**config.mk**
```make
export PLATFORM = sky130hd
export DESIGN_NAME = fb_line_fetcher_flat
export DESIGN_NICKNAME = d
export VERILOG_FILES = /design/src/rtl/fb_line_fetcher_pkg.sv /design/src/rtl/fb_line_fetcher_if.sv /design/src/rtl/fb_line_fetcher_bank.sv /design/src/rtl/fb_line_fetcher.sv /design/src/flat_wrapper.sv
export SDC_FILE = /design/constraint.sdc
export NUM_CORES = 1
export LEC_CHECK = 0
export BUFFER_PORTS_ARGS = -buffer_cell sky130_fd_sc_hd__buf_2
export CELL_PAD_IN_SITES_DETAIL_PLACEMENT = 1
export CELL_PAD_IN_SITES_GLOBAL_PLACEMENT = 1
export CORE_MARGIN = 8
export CORE_UTILIZATION = 40
export CTS_CLUSTER_SIZE = 20
export DETAILED_ROUTE_END_ITERATION = 10
export GPL_ROUTABILITY_DRIVEN = 0
export HOLD_SLACK_MARGIN = 0.12
export PLACE_DENSITY_LB_ADDON = 0.1
export SYNTH_ARGS = -nofsm -noshare
export SYNTH_HDL_FRONTEND = slang
export SYNTH_SLANG_ARGS = --single-unit
```
**constraint.sdc**
```tcl
create_clock -name clk_core_12288 -period 3.2 [get_ports clk_core_12288]
set_clock_uncertainty 0.15 [all_clocks]
set_input_delay 0 -clock clk_core_12288 [delete_from_list [all_inputs] [get_ports clk_core_12288]]
set_output_delay 0 -clock clk_core_12288 [all_outputs]
set_load 0.03 [all_outputs]
```
**src/rtl/fb_line_fetcher_pkg.sv**
```systemverilog
// ---------------------------------------------------------------------------
// fb_line_fetcher_pkg
// Shared constants for the framebuffer line fetcher: display geometry,
// address width, FSM state encoding and the line-offset helper.
// ---------------------------------------------------------------------------
package fb_line_fetcher_pkg;

    localparam int unsigned ADDR_W          = 13;
    localparam int unsigned DATA_W          = 16;
    localparam int unsigned FB_LINE_WORDS   = 20;
    localparam int unsigned FB_ACTIVE_LINES = 288;

    // Columns are 10-bit display-controller counts.
    localparam logic [9:0]  H_ACTIVE        = 10'd320;
    localparam logic [9:0]  X_SWAP          = 10'd1023;

    // Fetch FSM encoding (kept as plain constants for legacy compatibility).
    localparam logic [1:0]  ST_IDLE         = 2'd0;
    localparam logic [1:0]  ST_REQ          = 2'd1;
    localparam logic [1:0]  ST_DONE         = 2'd2;

    // y * mult as a sum of shifted copies of y, selected by the bits of the
    // constant multiplier; result wraps modulo 2^ADDR_W.
    function automatic logic [ADDR_W-1:0] line_offset(input logic [9:0] y,
                                                      input int unsigned mult);
        logic [ADDR_W-1:0] acc;
        acc = '0;
        for (int unsigned i = 0; i < ADDR_W; i++) begin
            if (mult[i]) begin
                acc = acc + (ADDR_W'(y) << i);
            end
        end
        return acc;
    endfunction

endpackage

```
**src/rtl/fb_line_fetcher_if.sv**
```systemverilog
// ---------------------------------------------------------------------------
// fb_line_fetcher_if
// Framebuffer memory read channel.
//   mem_rd_req  : read request (fetcher -> memory)
//   mem_rd_addr : 13-bit word address, stable while mem_rd_req is high
//   mem_rd_ack  : one-cycle acknowledge, data valid in the same cycle
//   mem_rd_data : 16-bit read word
// ---------------------------------------------------------------------------
interface fb_line_fetcher_if;
    import fb_line_fetcher_pkg::*;

    logic              mem_rd_req;
    logic [ADDR_W-1:0] mem_rd_addr;
    logic              mem_rd_ack;
    logic [DATA_W-1:0] mem_rd_data;

    modport master (
        output mem_rd_req,
        output mem_rd_addr,
        input  mem_rd_ack,
        input  mem_rd_data
    );

    modport slave (
        input  mem_rd_req,
        input  mem_rd_addr,
        output mem_rd_ack,
        output mem_rd_data
    );

endinterface

```
**src/rtl/fb_line_fetcher_bank.sv**
```systemverilog
// ---------------------------------------------------------------------------
// fb_line_bank
// One line buffer of WORDS x 16 bits: one synchronous write port and one
// asynchronous read port. Contents are not reset so the array can map to RAM.
//   clk_core_12288 : write clock
//   we/waddr/wdata : write port
//   raddr/rdata    : combinational read port (reads 0 beyond WORDS)
// ---------------------------------------------------------------------------
module fb_line_bank #(
    parameter int unsigned WORDS = 20,
    parameter int unsigned AW    = 5
) (
    input  logic          clk_core_12288,
    input  logic          we,
    input  logic [AW-1:0] waddr,
    input  logic [15:0]   wdata,
    input  logic [AW-1:0] raddr,
    output logic [15:0]   rdata
);

    logic [15:0] mem [WORDS];

    always_ff @(posedge clk_core_12288) begin
        if (we) begin
            mem[waddr] <= wdata;
        end
    end

    assign rdata = (32'(raddr) < WORDS) ? mem[raddr] : '0;

endmodule

```
**src/rtl/fb_line_fetcher.sv**
```systemverilog
// ---------------------------------------------------------------------------
// fb_line_fetcher
// Double-buffered 1 bpp line fetcher. While one bank is displayed, the next
// line is read from framebuffer memory into the other bank; the banks swap
// one cycle before column 0.
//   clk_core_12288 : pixel clock, rising edge
//   reset_n        : asynchronous active-low reset
//   visible_x/y    : display-controller column/row (10-bit, wrapping)
//   pixel_state    : combinational pixel bit for (visible_x, visible_y)
//   underrun       : sticky, a line fetch missed its swap deadline
//   mem            : framebuffer read channel (master side)
// ---------------------------------------------------------------------------
module fb_line_fetcher
    import fb_line_fetcher_pkg::*;
#(
    parameter logic [ADDR_W-1:0] FB_BASE      = 13'd0,
    parameter int unsigned       LINE_WORDS   = FB_LINE_WORDS,
    parameter int unsigned       ACTIVE_LINES = FB_ACTIVE_LINES
) (
    input  logic                clk_core_12288,
    input  logic                reset_n,
    input  logic [9:0]          visible_x,
    input  logic [9:0]          visible_y,
    output logic                pixel_state,
    output logic                underrun,
    fb_line_fetcher_if.master   mem
);

    localparam int unsigned         WORD_W    = (LINE_WORDS > 1) ? $clog2(LINE_WORDS) : 1;
    localparam logic [WORD_W-1:0]   LAST_WORD = WORD_W'(LINE_WORDS - 1);
    localparam logic [9:0]          Y_LIMIT   = 10'(ACTIVE_LINES);

    logic [1:0]        state;
    logic [ADDR_W-1:0] line_base;
    logic [WORD_W-1:0] word;
    logic              disp_bank;
    logic              abort;

    logic              trigger;
    logic              deadline;
    logic [9:0]        next_y;
    logic              last_ack;
    logic              wr_en;

    assign trigger  = (visible_x == H_ACTIVE);
    assign deadline = (visible_x == X_SWAP);
    assign next_y   = visible_y + 10'd1;
    assign last_ack = (state == ST_REQ) && mem.mem_rd_ack && (word == LAST_WORD);

    // Once the deadline has passed the line is abandoned: acks are still
    // consumed to finish the bus transaction but nothing is written.
    assign wr_en    = (state == ST_REQ) && mem.mem_rd_ack && !abort && !deadline;

    // Request is decoded from state so an asynchronous reset drops it at once.
    assign mem.mem_rd_req  = (state == ST_REQ);
    assign mem.mem_rd_addr = line_base + ADDR_W'(word);

    always_ff @(posedge clk_core_12288 or negedge reset_n) begin
        if (!reset_n) begin
            state     <= ST_IDLE;
            line_base <= '0;
            word      <= '0;
            disp_bank <= 1'b0;
            abort     <= 1'b0;
            underrun  <= 1'b0;
        end else begin
            if (trigger && (state != ST_IDLE)) begin
                underrun <= 1'b1;
            end
            case (state)
                ST_IDLE: begin
                    if (trigger && (next_y < Y_LIMIT)) begin
                        line_base <= FB_BASE + line_offset(next_y, LINE_WORDS);
                        word      <= '0;
                        state     <= ST_REQ;
                    end
                end
                ST_REQ: begin
                    if (deadline) begin
                        underrun <= 1'b1;
                        abort    <= 1'b1;
                    end
                    if (mem.mem_rd_ack) begin
                        if (last_ack) begin
                            // The final ack also closes out an abandoned line;
                            // this assignment overrides the abort set above.
                            state <= (abort || deadline) ? ST_IDLE : ST_DONE;
                            abort <= 1'b0;
                        end else begin
                            word <= word + WORD_W'(1);
                        end
                    end
                end
                ST_DONE: begin
                    if (deadline) begin
                        disp_bank <= ~disp_bank;
                        state     <= ST_IDLE;
                    end
                end
                default: state <= ST_IDLE;
            endcase
        end
    end

    logic [WORD_W-1:0] rd_word;
    logic [15:0]       row0;
    logic [15:0]       row1;
    logic [15:0]       disp_row;

    assign rd_word = WORD_W'(visible_x[8:4]);

    fb_line_bank #(.WORDS(LINE_WORDS), .AW(WORD_W)) u_bank0 (
        .clk_core_12288 (clk_core_12288),
        .we             (wr_en && disp_bank),
        .waddr          (word),
        .wdata          (mem.mem_rd_data),
        .raddr          (rd_word),
        .rdata          (row0)
    );

    fb_line_bank #(.WORDS(LINE_WORDS), .AW(WORD_W)) u_bank1 (
        .clk_core_12288 (clk_core_12288),
        .we             (wr_en && !disp_bank),
        .waddr          (word),
        .wdata          (mem.mem_rd_data),
        .raddr          (rd_word),
        .rdata          (row1)
    );

    assign disp_row = disp_bank ? row1 : row0;

    always_comb begin
        pixel_state = 1'b0;
        if ((visible_x < H_ACTIVE) && (visible_y < Y_LIMIT)) begin
            pixel_state = disp_row[visible_x[3:0]];
        end
    end

endmodule

```
**src/flat_wrapper.sv**
```systemverilog
// flat-port wrapper written by rule: the top's interface ports become plain ports
module fb_line_fetcher_flat import fb_line_fetcher_pkg::*;
#(
    parameter logic [ADDR_W-1:0] FB_BASE      = 13'd0,
    parameter int unsigned       LINE_WORDS   = FB_LINE_WORDS,
    parameter int unsigned       ACTIVE_LINES = FB_ACTIVE_LINES
)
  (clk_core_12288, reset_n, visible_x, visible_y, pixel_state, underrun, mem_mem_rd_req, mem_mem_rd_addr, mem_mem_rd_ack, mem_mem_rd_data);
  fb_line_fetcher_if mem_i ();
  input  logic clk_core_12288;
  input  logic reset_n;
  input  logic [9:0] visible_x;
  input  logic [9:0] visible_y;
  output logic pixel_state;
  output logic underrun;
  output wire logic [$bits(mem_i.mem_rd_req)-1:0] mem_mem_rd_req;
  output wire logic [$bits(mem_i.mem_rd_addr)-1:0] mem_mem_rd_addr;
  input wire logic [$bits(mem_i.mem_rd_ack)-1:0] mem_mem_rd_ack;
  input wire logic [$bits(mem_i.mem_rd_data)-1:0] mem_mem_rd_data;
  assign mem_mem_rd_req = mem_i.mem_rd_req;
  assign mem_mem_rd_addr = mem_i.mem_rd_addr;
  assign mem_i.mem_rd_ack = mem_mem_rd_ack;
  assign mem_i.mem_rd_data = mem_mem_rd_data;
  fb_line_fetcher #(.FB_BASE(FB_BASE), .LINE_WORDS(LINE_WORDS), .ACTIVE_LINES(ACTIVE_LINES)) u_core (.clk_core_12288(clk_core_12288), .reset_n(reset_n), .visible_x(visible_x), .visible_y(visible_y), .pixel_state(pixel_state), .underrun(underrun), .mem(mem_i));
endmodule
```
==> results.cfg <==
[critical_path]
r2r-start = u_core.disp_bank
path_class = reg -> out
end_kind = output pin
crit_buf_inv = 3
rr_worst_depth = 5
crit_start = u_core.disp_bank
cp.arrival_ns = 3.01
crit_path_max_incr_delay_ns = 0.49
required_ns = 3.05
r2r_end = u_core.u_bank1.mem[0][9]
cp_slowest_cell = dfrtp_2
cp.depth = 9
crit_fanout = 8
crit_chain = buf_4, a221o_1, nor3_1, buf_4, o21ai_0, a2111oi_0, nand3_1, o211ai_2, buf_6
startpoint_type = flop
path_delay_family = compound AO/OA/AOI/OAI gates
critPathCapture = pixel_state
cp_common_cell = buf_4
reg2reg_setup_slack_ns = 0.50

[route]
viasPerCell = 5.60
vias = 14200
postRouteAntennaNets = 0
remaining_drc_errors = 0
routed_wirelength_um = 75000
drt_first_pass_iters = 5
avgRoutedWirePerCell_um = 29.5
initialDrtViolationCount = 1199

[power_and_ir_drop]
pwr-share-seq = 0.501
pwr-share-clk = 0.443
vdd_drop_max_mv = 0.419
power_mw = 19.0
intPower_mw = 15.0
p_comb_frac = 0.056
p_sw_mw = 4.02
powerDensity_mw_per_mm2 = 600
leakagePower_nw = 10.7
switching_share = 0.212

[grt]
grt_overflow = 0
grtUsageTotal = 0.200
grt_pass1_vias = 15200
grt_max_degree = 49
antenna_found_initial = 4
grt_pass1_wl_um = 108000

[logic_synthesis]
ys_types = 67
yosys_warnings = 0
synth_edf_count = 640
synth-main-ff-cell = edfxtp_1
ys_async_sr_fraction = 0.0318
synthesis.instances = 1384
ys_ff_latch = 661
avgSynthCellArea_um2 = 19.3
yosysSeqAreaShare = 0.738
syn_nets = 1441
netlist_area_mm2 = 0.0268

[clock_tree]
cts_tree = done
clk_latency_ns = 0.60
htree_num_levels = 3
cts_buffer_depth = 3
clockRootBuffer = clkbuf_16
clk_pin_slew_ns = 0.06
cts_buffers = 73
cts.sinks = 661

[sta]
finalSetupTns_ns = 0
slew_viol_final = 0
setup_violations = 0
report.final.hold_viol_count = 0
fmax_ghz = 0.316
holdWs_ns = 0.158
slew_headroom = 0.304
rsz0062_at_grt = no
fin_crit_ns = 3.16
min_period_over_period = 0.988
worst_pin_slew_ns = 1.04
layout_setup_ws_ns = 0.0384

[cells_and_area]
drive_gt1_frac = 0.269
final_util = 0.475
layout.nets = 1667
syn2layout_area_growth_pct = 18.3
final_cell_area_mm2 = 0.0317
fin_cells = 2540

[place]
dpl_worst_slack_ns = 0.358
dp_hpwl_um = 47100
portBuffers = 54
placed_cells = 2362
placed_area_mm2 = 0.0287

[flow_run]
drv_cap = 0

[die]
die_h_um = 275
dieArea_mm2 = 0.0754
die_x_um = 275
rows = 95
core_area_mm2 = 0.0667
start_util = 0.401
io_pins = 55

[worst_hold_path]
hold_path_class = in -> reg

[run_status]
outcome = complete, no violations
==> worst min-delay path: cells and delay by family <==
family / cells / cell delay, ns
buffers and inverters: 2 / 0.70
AO/OA/AOI/OAI: 1 / 0.11
AND/OR/NAND/NOR: 1 / 0.06
==> final cells by class <==
type                    count  area (um^2)
multi-input cells         632         6560
diodes                      3         7.51
clock inverters            38          403
clock buffers              91         1990
well taps                 873         1090
flip-flops and latches    661        19700
inverters                  20         75.1
repair buffers            222         1800
fillers                  6154        35000
==> layout by cell type, fill, tap and decap left out, types with 16 or more instances in the layout <==
master	count
dfrtp_1	20
mux4_1	27
nor3_1	16
mux2_2	33
nand2_1	33
mux2i_1	87
dlygate4sd3_1	42
a22oi_1	22
xnor2_1	17
nor2_2	21
ha_1	16
clkbuf_16	77
buf_4	115
nor2_1	88
mux4_2	89
edfxtp_1	640
inv_1	20
buf_2	51
==> sequential cells by signal (all words and copies together), names as in the netlist <==
register,flops
u_core.abort,1
u_core.u_bank0.mem,320
u_core.underrun,1
u_core.disp_bank,1
u_core.line_base,11
u_core.state,2
u_core.word,5
u_core.u_bank1.mem,320
==> power by group through the flow <==
stage | clock network, mW | logic, mW | registers, mW
floorplan | 0 | 0.547 | 9.69
global placement | 0 | 1.02 | 9.70
detailed placement | 0 | 1.03 | 9.70
CTS | 8.62 | 1.08 | 9.52
global route | 8.90 | 1.14 | 9.51
finish | 8.41 | 1.07 | 9.52
==> synthesized netlist by cell type, drive strengths merged (17+ instances only) <==
cell      n  share of area
buf      57          0.016
nand2    33         0.0046
a22oi    22         0.0062
nor3     18         0.0038
dfrtp    21          0.020
mux2     36          0.015
mux4    116           0.10
inv      20         0.0028
xnor2    17         0.0056
edfxtp  640           0.72
mux2i    87          0.033
nor2    109          0.015
==> logic make-up after synthesis <==
group | share of synthesized area
xor+xnor | 0.00818
simple gates | 0.0409
mux | 0.149
compound gates | 0.0339
flops | 0.738
buf+inv | 0.0212
fa+ha+maj | 0.00898
==> metal layers <==
metal / global-route usage / routed length [um] / up-vias / part of all wire
met3: 0.0302 / 3950 / 90 / 0.053
li1: - / - / 6123 / -
met2: 0.322 / 35800 / 371 / 0.48
met5: 0 / 0 / - / 0
met4: 0.0587 / 1830 / 0 / 0.024
met1: 0.281 / 33400 / 7628 / 0.45
==> repair_timing <==
action                                  in CTS  in global routing
gates resized for setup                      5                 11
setup buffers                                2                  1
pin swaps                                    0                  4
endpoints found under the setup margin       1                  3
endpoints found under the hold margin      682                  0
hold buffers                                43                  0
==> worst min-delay path by stage <==
stage / startpoint / end / slack, ns / depth (start not counted)
4_1_cts: mem_mem_rd_ack / u_core.state[0] / 0.13 / 4
5_1_grt: mem_mem_rd_ack / u_core.state[0] / 0.19 / 4
2_1_floorplan: reset_n / u_core.abort / -0.45 / 0
3_5_place_dp: reset_n / u_core.line_base[12] / -0.14 / 1
6_report: mem_mem_rd_ack / u_core.state[0] / 0.16 / 4
3_3_place_gp: reset_n / u_core.line_base[12] / -0.13 / 1
No activity file was read; power rests on OpenSTA's default activity.
